[src/rtl/host_read_port.sv]
// ============================================================================
//  Module      : host_read_port
//  Description : Byte-wide host responder. Takes a 3-byte read command,
//                issues one scalar or vector read on the shared memory port
//                and streams the returned line back one byte at a time.
//  Revision    : 1.0 - initial release
// ============================================================================
`default_nettype none
`timescale 1ns/1ps

module host_read_port #(
  parameter int          TIMEOUT_CYCLES = 256,
  parameter logic [7:0]  ERR_BYTE       = 8'hEE
) (
  input  logic                clk,
  input  logic                rst,
  // host command channel
  input  logic                rx_valid,
  input  logic [7:0]          rx_data,
  output logic                rx_ready,
  // host response channel
  output logic                tx_valid,
  output logic [7:0]          tx_data,
  input  logic                tx_ready,
  // memory read port
  output logic                mem_req,
  output logic [17:0]         mem_addr,
  output logic                mem_vec,
  input  logic                mem_ack,
  input  logic [15:0][31:0]   mem_rdata,
  // status
  output logic                busy,
  output logic                err
);

  // Timeout counter only needs to reach TIMEOUT_CYCLES-1.
  localparam int              TO_W    = (TIMEOUT_CYCLES > 1) ? $clog2(TIMEOUT_CYCLES) : 1;
  localparam logic [TO_W-1:0] TO_LAST = TO_W'(TIMEOUT_CYCLES - 1);

  typedef enum logic [2:0] {
    IDLE     = 3'd0,
    ADDR_HI  = 3'd1,
    ADDR_LO  = 3'd2,
    REQ      = 3'd3,
    SEND     = 3'd4,
    SEND_ERR = 3'd5
  } state_t;

  state_t             state;
  logic [17:0]        addr;
  logic               vec;
  logic [15:0][31:0]  line_buf;
  logic [5:0]         byte_cnt;
  logic [TO_W-1:0]    to_cnt;

  logic               rx_fire;
  logic               tx_fire;
  logic [5:0]         last_byte;

  assign rx_fire   = rx_valid & rx_ready;
  assign tx_fire   = tx_valid & tx_ready;
  assign last_byte = vec ? 6'd63 : 6'd3;

  // Address/vector latches drive the memory port directly; they only change
  // while a command is being received, so they are stable throughout REQ.
  assign mem_addr  = addr;
  assign mem_vec   = vec;

  // Byte k of a line: lane k/4, little-endian within the 32-bit word.
  function automatic logic [7:0] pick_byte(input logic [15:0][31:0] line,
                                           input logic [5:0]        k);
    logic [31:0] word;
    word = line[k[5:2]];
    return word[{k[1:0], 3'b000} +: 8];
  endfunction

  // Command decode, memory request, timeout and response streaming FSM.
  always_ff @(posedge clk or posedge rst) begin
    if (rst) begin
      state    <= IDLE;
      addr     <= '0;
      vec      <= 1'b0;
      line_buf <= '0;
      byte_cnt <= '0;
      to_cnt   <= '0;
      rx_ready <= 1'b1;
      tx_valid <= 1'b0;
      tx_data  <= '0;
      mem_req  <= 1'b0;
      busy     <= 1'b0;
      err      <= 1'b0;
    end else begin
      // err is a single-cycle pulse, raised only on the abort edge
      err <= 1'b0;
      case (state)
        IDLE: begin
          if (rx_fire) begin
            vec          <= rx_data[7];
            addr[17:16]  <= rx_data[1:0];
            busy         <= 1'b1;
            state        <= ADDR_HI;
          end
        end

        ADDR_HI: begin
          if (rx_fire) begin
            addr[15:8] <= rx_data;
            state      <= ADDR_LO;
          end
        end

        ADDR_LO: begin
          if (rx_fire) begin
            addr[7:0] <= rx_data;
            rx_ready  <= 1'b0;
            mem_req   <= 1'b1;
            to_cnt    <= '0;
            state     <= REQ;
          end
        end

        REQ: begin
          // An ack in the final timeout cycle still wins over the abort.
          if (mem_ack) begin
            line_buf <= mem_rdata;
            byte_cnt <= '0;
            tx_data  <= mem_rdata[0][7:0];
            tx_valid <= 1'b1;
            mem_req  <= 1'b0;
            state    <= SEND;
          end else if (to_cnt == TO_LAST) begin
            mem_req  <= 1'b0;
            tx_data  <= ERR_BYTE;
            tx_valid <= 1'b1;
            err      <= 1'b1;
            state    <= SEND_ERR;
          end else begin
            to_cnt <= to_cnt + 1'b1;
          end
        end

        SEND: begin
          if (tx_fire) begin
            if (byte_cnt == last_byte) begin
              tx_valid <= 1'b0;
              tx_data  <= '0;
              busy     <= 1'b0;
              rx_ready <= 1'b1;
              state    <= IDLE;
            end else begin
              byte_cnt <= byte_cnt + 6'd1;
              tx_data  <= pick_byte(line_buf, byte_cnt + 6'd1);
            end
          end
        end

        SEND_ERR: begin
          if (tx_fire) begin
            tx_valid <= 1'b0;
            tx_data  <= '0;
            busy     <= 1'b0;
            rx_ready <= 1'b1;
            state    <= IDLE;
          end
        end

        default: begin
          tx_valid <= 1'b0;
          tx_data  <= '0;
          mem_req  <= 1'b0;
          busy     <= 1'b0;
          rx_ready <= 1'b1;
          state    <= IDLE;
        end
      endcase
    end
  end

endmodule

`default_nettype wire

[config.mk]
export PLATFORM = sky130hd
export DESIGN_NAME = host_read_port
export DESIGN_NICKNAME = d
export VERILOG_FILES = /design/src/rtl/host_read_port.sv
export SDC_FILE = /design/constraint.sdc
export NUM_CORES = 2
export LEC_CHECK = 0
export CAP_MARGIN = 10
export CORE_ASPECT_RATIO = 1.25
export CORE_UTILIZATION = 46
export DETAILED_ROUTE_END_ITERATION = 12
export PLACE_DENSITY_LB_ADDON = 0.1
export SLEW_MARGIN = 20
export SYNTH_ARGS = -nofsm -noshare
export SYNTH_HDL_FRONTEND = slang
export SYNTH_SLANG_ARGS = --single-unit
export TNS_END_PERCENT = 5
[constraint.sdc]
create_clock -name clk -period 16.9 [get_ports clk]
set_input_delay 2.535 -clock clk [delete_from_list [all_inputs] [get_ports clk]]
set_output_delay 2.535 -clock clk [all_outputs]
set_load 0.02 [all_outputs]
==> results.ini <==
[setup_path]
cp-start-kind = primary input
cp_data_required_time_ps = 17460
critPathMaxFanout = 105
end_kind = register
critPathKind = in2reg
worstPathArrival_ps = 6200

[layout]
final_cell_mix = 1732 x nand2_1, 560 x dfrtp_1, 556 x clkdlybuf4s50_1, 80 x mux4_2, 65 x nand3_1
multiInputGateArea_sq_um = 11000
num-nets-final = 3912
final_common_cell = nand2_1
drive_gt1_share_pct = 7.08
regArea_sq_um = 14000
fillers = 4823
final_core_util_pct = 61.2
layout-area-overhead-vs-synth_pct = 30.5

[detailed_routing]
dr.first_iter.drc_count = 1790
avgViaCountPerCell = 5.30
wl_per_cell_um = 21.0
routed_wl_mm = 88.0
drtAntennaViolNets = 0
dr_wl_met2_mm = 44.4
wl_met3_mm = 5.09
vias = 22214
met1Wirelength_mm = 35.3
dr.pass1.iters = 6
drc = 0
top_layer = met4

[floorplanning]
rows = 96
ioPinCount = 557
die-area_sq_um = 57300
start_util_pct = 46.9
die_x_um = 214
die_height_um = 267
core_area_sq_um = 55300

[global_routing]
antenna_found_initial = 22
grt_pass1_vias = 22546
grt_max_degree = 243
grt_pass1_wl_mm = 133
grt_use_total_pct = 30.6
overflow = 0

[clock_network]
cts.root.buffer_cell = clkbuf_16
cts_buffer_depth = 3
clock-sinks = 561
clk_pin_slew_ps = 60
cts_tree = built
hold_buffers = 0
post_cts_buffers = 0
numCtsBuffers = 56
ctsHtreeMaxLevel = 2
ctsResizeCount = 0
clock_latency_ps = 620

[sta]
fin_tns_setup_ps = 0
finalCritPeriodShare_pct = 33.4
slew_headroom_pct = 19.4
setup_violations = 0
hold_viol_final = 0
rsz0062_at_grt = false
max_freq_mhz = 177
skew_ps = 19.0
finalMaxSlewViolations = 0
min_period_ps = 5650
worst_pin_slew_ps = 1210
fin_hold_ws_ps = 471

[yosys]
synthArstFlopShare_pct = 100
synth_ff_type = dfrtp_1
synthCells = 2916
ys_seq_elements = 561
synthesis.area_sq_um = 25900
ys_top_cells_by_area = dfrtp_1 54%, nand2_1 25%, mux4_2 7.0%, clkbuf_1 1.8%, mux2i_1 1.4%
synth_top_area_cell = dfrtp_1
yosysUniqueCellTypes = 62
seq_area_frac_synth_pct = 54.2
syn_avg_cell_area_sq_um = 8.88
synth_top_area_share_pct = 54.1
synth_edf_count = 0
synth_warnings = 0
syn_nets = 3443

[placement]
place.gp.congestion = 0.888
port_buffers = 556
place_hpwl_mm = 62.5

[pwr]
powerDensity_nw_per_um2 = 88.0
ir_worst_vdd_mv = 0.0757
power_leakage_nw = 16.6

[min_path]
worstHoldPathType = reg2reg

[outcome]
outcome = completed

[run]
drv_cap = 0

==> cell type report <==
type | instances | area share (%)
multi-input cells | 2169 | 32.6
flip-flops and latches | 561 | 41.5
clock buffers | 79 | 4.67
clock inverters | 26 | 0.807
inverters | 8 | 0.0999
diodes | 24 | 0.178
well taps | 735 | 2.72
repair buffers | 589 | 17.4
==> cells by family after synthesis <==
kind of cell | synth area share, %
multiplexers | 9.72
buffers and inverters | 3.43
AO/OA/AOI/OAI | 3.48
adder cells (fa/ha/maj) | 0.0966
AND/OR/NAND/NOR | 28.2
flip-flops | 54.2
XOR/XNOR | 0.855
==> power breakdown <==
part	total (mW)	internal [mW]	switching, mW
registers	1.44	1.41	0.0338
clock network	1.27	0.728	0.545
logic	0.263	0.154	0.108
==> through the flow <==
| step | cell area [sq um] | power, mW | worst slack [ps] | instances |
|---|---|---|---|---|
| after global routing | 33800 | 3.08 | 10880 | 4189 |
| final | 33800 | 2.98 | 11250 | 4191 |
| after CTS | 33700 | 3.00 | 10840 | 4165 |
| after floorplan | 25900 | 1.55 | 6730 | 2916 |
| after detailed placement | 31800 | 1.73 | 10230 | 4060 |
| after global placement | 31800 | 1.72 | 10340 | 4060 |
==> synthesized netlist by cell type, drive strengths merged (2+ instances only) <==
| cell type | instances |
|---|---|
| nand2 | 1733 |
| dfrtp | 560 |
| clkbuf | 123 |
| mux4 | 85 |
| nand3 | 66 |
| buf | 55 |
| mux2i | 37 |
| nor2 | 32 |
| o21ai | 25 |
| mux2 | 19 |
| a21oi | 18 |
| a32oi | 17 |
| nand4 | 16 |
| a31oi | 14 |
| and3 | 12 |
| o2111ai | 12 |
| xor2 | 10 |
| o211ai | 9 |
| nor3 | 7 |
| o31ai | 7 |
| inv | 6 |
| xnor2 | 5 |
| a21o | 4 |
| o221ai | 4 |
| a22oi | 3 |
| and2 | 3 |
| nand2b | 3 |
| o22ai | 3 |
| a2111oi | 2 |
| a311oi | 2 |
| clkinv | 2 |
| ha | 2 |
| nand3b | 2 |
| nor3b | 2 |
| nor4 | 2 |
| or3 | 2 |
==> worst max-delay path, stage by stage <==
cell	delay, ps
clkdlybuf4s50_1	600
inv_1	200
nor2_4	150
buf_6	580
buf_4	950
buf_4	560
buf_16	310
nand2_1	100
nand2_1	70
==> final timing paths <==
| kind | from | endpoint | slack, ps | cells after the start |
|---|---|---|---|---|
| min in group asynchronous | rst | line_buf[201]$_DFFE_PP0P_ | 2420 | 2 |
| min reg2reg | line_buf[82]$_DFFE_PP0P_ | line_buf[82]$_DFFE_PP0P_ | 470 | 2 |
| max reg2reg | byte_cnt[1]$_DFFE_PP0P_ | tx_data[5]$_DFFE_PP0P_ | 12270 | 9 |
| max | mem_ack | line_buf[186]$_DFFE_PP0P_ | 11250 | 9 |
| max in group asynchronous | rst | line_buf[501]$_DFFE_PP0P_ | 11420 | 5 |
| min | line_buf[82]$_DFFE_PP0P_ | line_buf[82]$_DFFE_PP0P_ | 470 | 2 |
==> flip-flops by register name, summed over array words and instances (netlist names) <==
register and flops:
busy 1, to_cnt 8, line_buf 512, mem_vec 1, state 3, rx_ready 1
mem_req 1, mem_addr 18, byte_cnt 6, tx_data 8, tx_valid 1, err 1
==> layer usage <==
layer	track usage, %	up-vias
li1	-	10347
met1	38.8	10945
met2	52.0	774
met3	5.11	148
met4	13.3	0
met5	0	-
Note: power is estimated with default switching activity, not from simulation.
==> RTL change: new RTL, same flow settings <==
`ERR_BYTE`: 8'hEE -> 8'h80.
--- a/src/rtl/host_read_port.sv
+++ b/src/rtl/host_read_port.sv
@@ -11,5 +11,5 @@
 module host_read_port #(
   parameter int          TIMEOUT_CYCLES = 256,
-  parameter logic [7:0]  ERR_BYTE       = 8'hEE
+  parameter logic [7:0]  ERR_BYTE       = 8'h80
 ) (
   input  logic                clk,
Check against the original RTL: same outputs for any inputs over 4 cycles, from zero or initial values and one cycle with rst high; that may be too few to reach the edited logic, so the function may still have changed.
==> RTL change against the original RTL <==
- power down 2.2%
- routed wire length up 3.6%
- clock skew up 0.011 ns
- hold slack worse by 0.0028 ns
- critical path depth down 3
- design area up 2.6%
- area after synthesis up 2.3%
- worst setup slack better by 0.34 ns
- core utilization down 0.36 points
- register-to-register slack better by 0.19 ns
- sequential cell count unchanged
- combinational power down 38%
- cell count up 3.1%
- synthesized cell count up 4.9%
- critical endpoint is now line_buf[436]
- largest power group is now clock
==> RTL change: results (changes against the original RTL) <==
* Status: finished clean
* Synth cell count leaders: nand2_1, dfrtp_1, clkbuf_1
* Routed wl met2 at 44.3 mm (-0.16%)
* Vias per cell at 5.39 (+1.7%)
* DR vias at 23300 (+4.8%)
* Actual slew at the worst max-slew pin at 1.11 ns (-0.100 ns)
* Post-Synth Adder-Cell Area at 0.000945 (-0.0000213)
* Area contributors post-synth: dfrtp_1, nand2_1, mux4_2
* Worst hold margin at 0.468 ns (-0.00275 ns)
* Met1 GRT Util at 0.407 (+0.0183)
* Worst reg2reg setup slack at 12.46 ns (+0.19 ns)
* Met3 usage at 0.0680 (+0.0169)
* Hold_sp: line_buf[300]
* Uppermost layer routed: met5
* R2R Path End: tx_data[2]
* Placement Setup Slack at 10.76 ns (+0.532 ns)
* GPL Wtd Cong at 0.882 (-0.66%)
* Vias in the first global route at 23700 (+4.9%)
* Total CTS buffers at 57 (+1.8%)
* Compound-cell area share of the yosys netlist at 0.0506 (+0.0159)
* First-pass GRT wire length at 139 mm (+4.4%)
* Total Routing Usage GR at 0.311 (+0.00498)
* Peak VDD IR at 0.0000769 V (+1.5%)
* Post-place instance area at 32500 µm² (+2.1%)
* Fillcell total at 4958 (+2.8%)
* Register area share after synthesis at 0.530 (-0.0120)
* Final wirelength at 91.2 mm (+3.6%)
* Fraction of final layout cells sized beyond drive strength 1 at 0.0745 (+0.00365)
* Post-synth cell types at 74 (+19%)
* Reg-to-reg startpoint: byte_cnt[2]
* GR Util met2 at 0.512 (-0.00785)
* Antenna violations before repair at 20 (-9.1%)
* 1st-iter DRT viols at 1979 (+11%)
* DP Cell Count at 4206 (+3.6%)
* Drt pass-1 iters at 5 (-1)
* Leakage power total at 17.1 nW (+3.0%)
* WL met3 at 7.05 mm (+39%)
* Post-synthesis mux area share at 0.0871 (-0.0100)
* Syn Nets at 3585 (+4.1%)
[RTL change: cell type report]
| type | instances | area (µm²) | share of cell area |
|---|---|---|---|
| Antenna cell | 10 | 25.0 | 0.000721 |
| Tap cell | 750 | 938 | 0.0270 |
| Multi-Input combinational cell | 2299 | 11700 | 0.336 |
| Clock inverter | 34 | 495 | 0.0143 |
| Sequential cell | 561 | 14000 | 0.405 |
| Clock buffer | 66 | 1560 | 0.0450 |
| Inverter | 6 | 26.3 | 0.000757 |
| Timing Repair Buffer | 593 | 5940 | 0.171 |
[RTL change: power by group]
part	switching, mW	internal, mW	total, mW
clock	0.562	0.841	1.40
combinational	0.0553	0.109	0.164
sequential	0	1.34	1.34
[RTL change: worst max-delay path by stage]
stage,endpoint,slack [ns]
2_1_floorplan,busy,6.73
3_3_place_gp,line_buf[256],10.87
3_5_place_dp,line_buf[374],10.76
4_1_cts,line_buf[436],11.40
5_1_grt,line_buf[233],11.34
6_report,line_buf[436],11.59
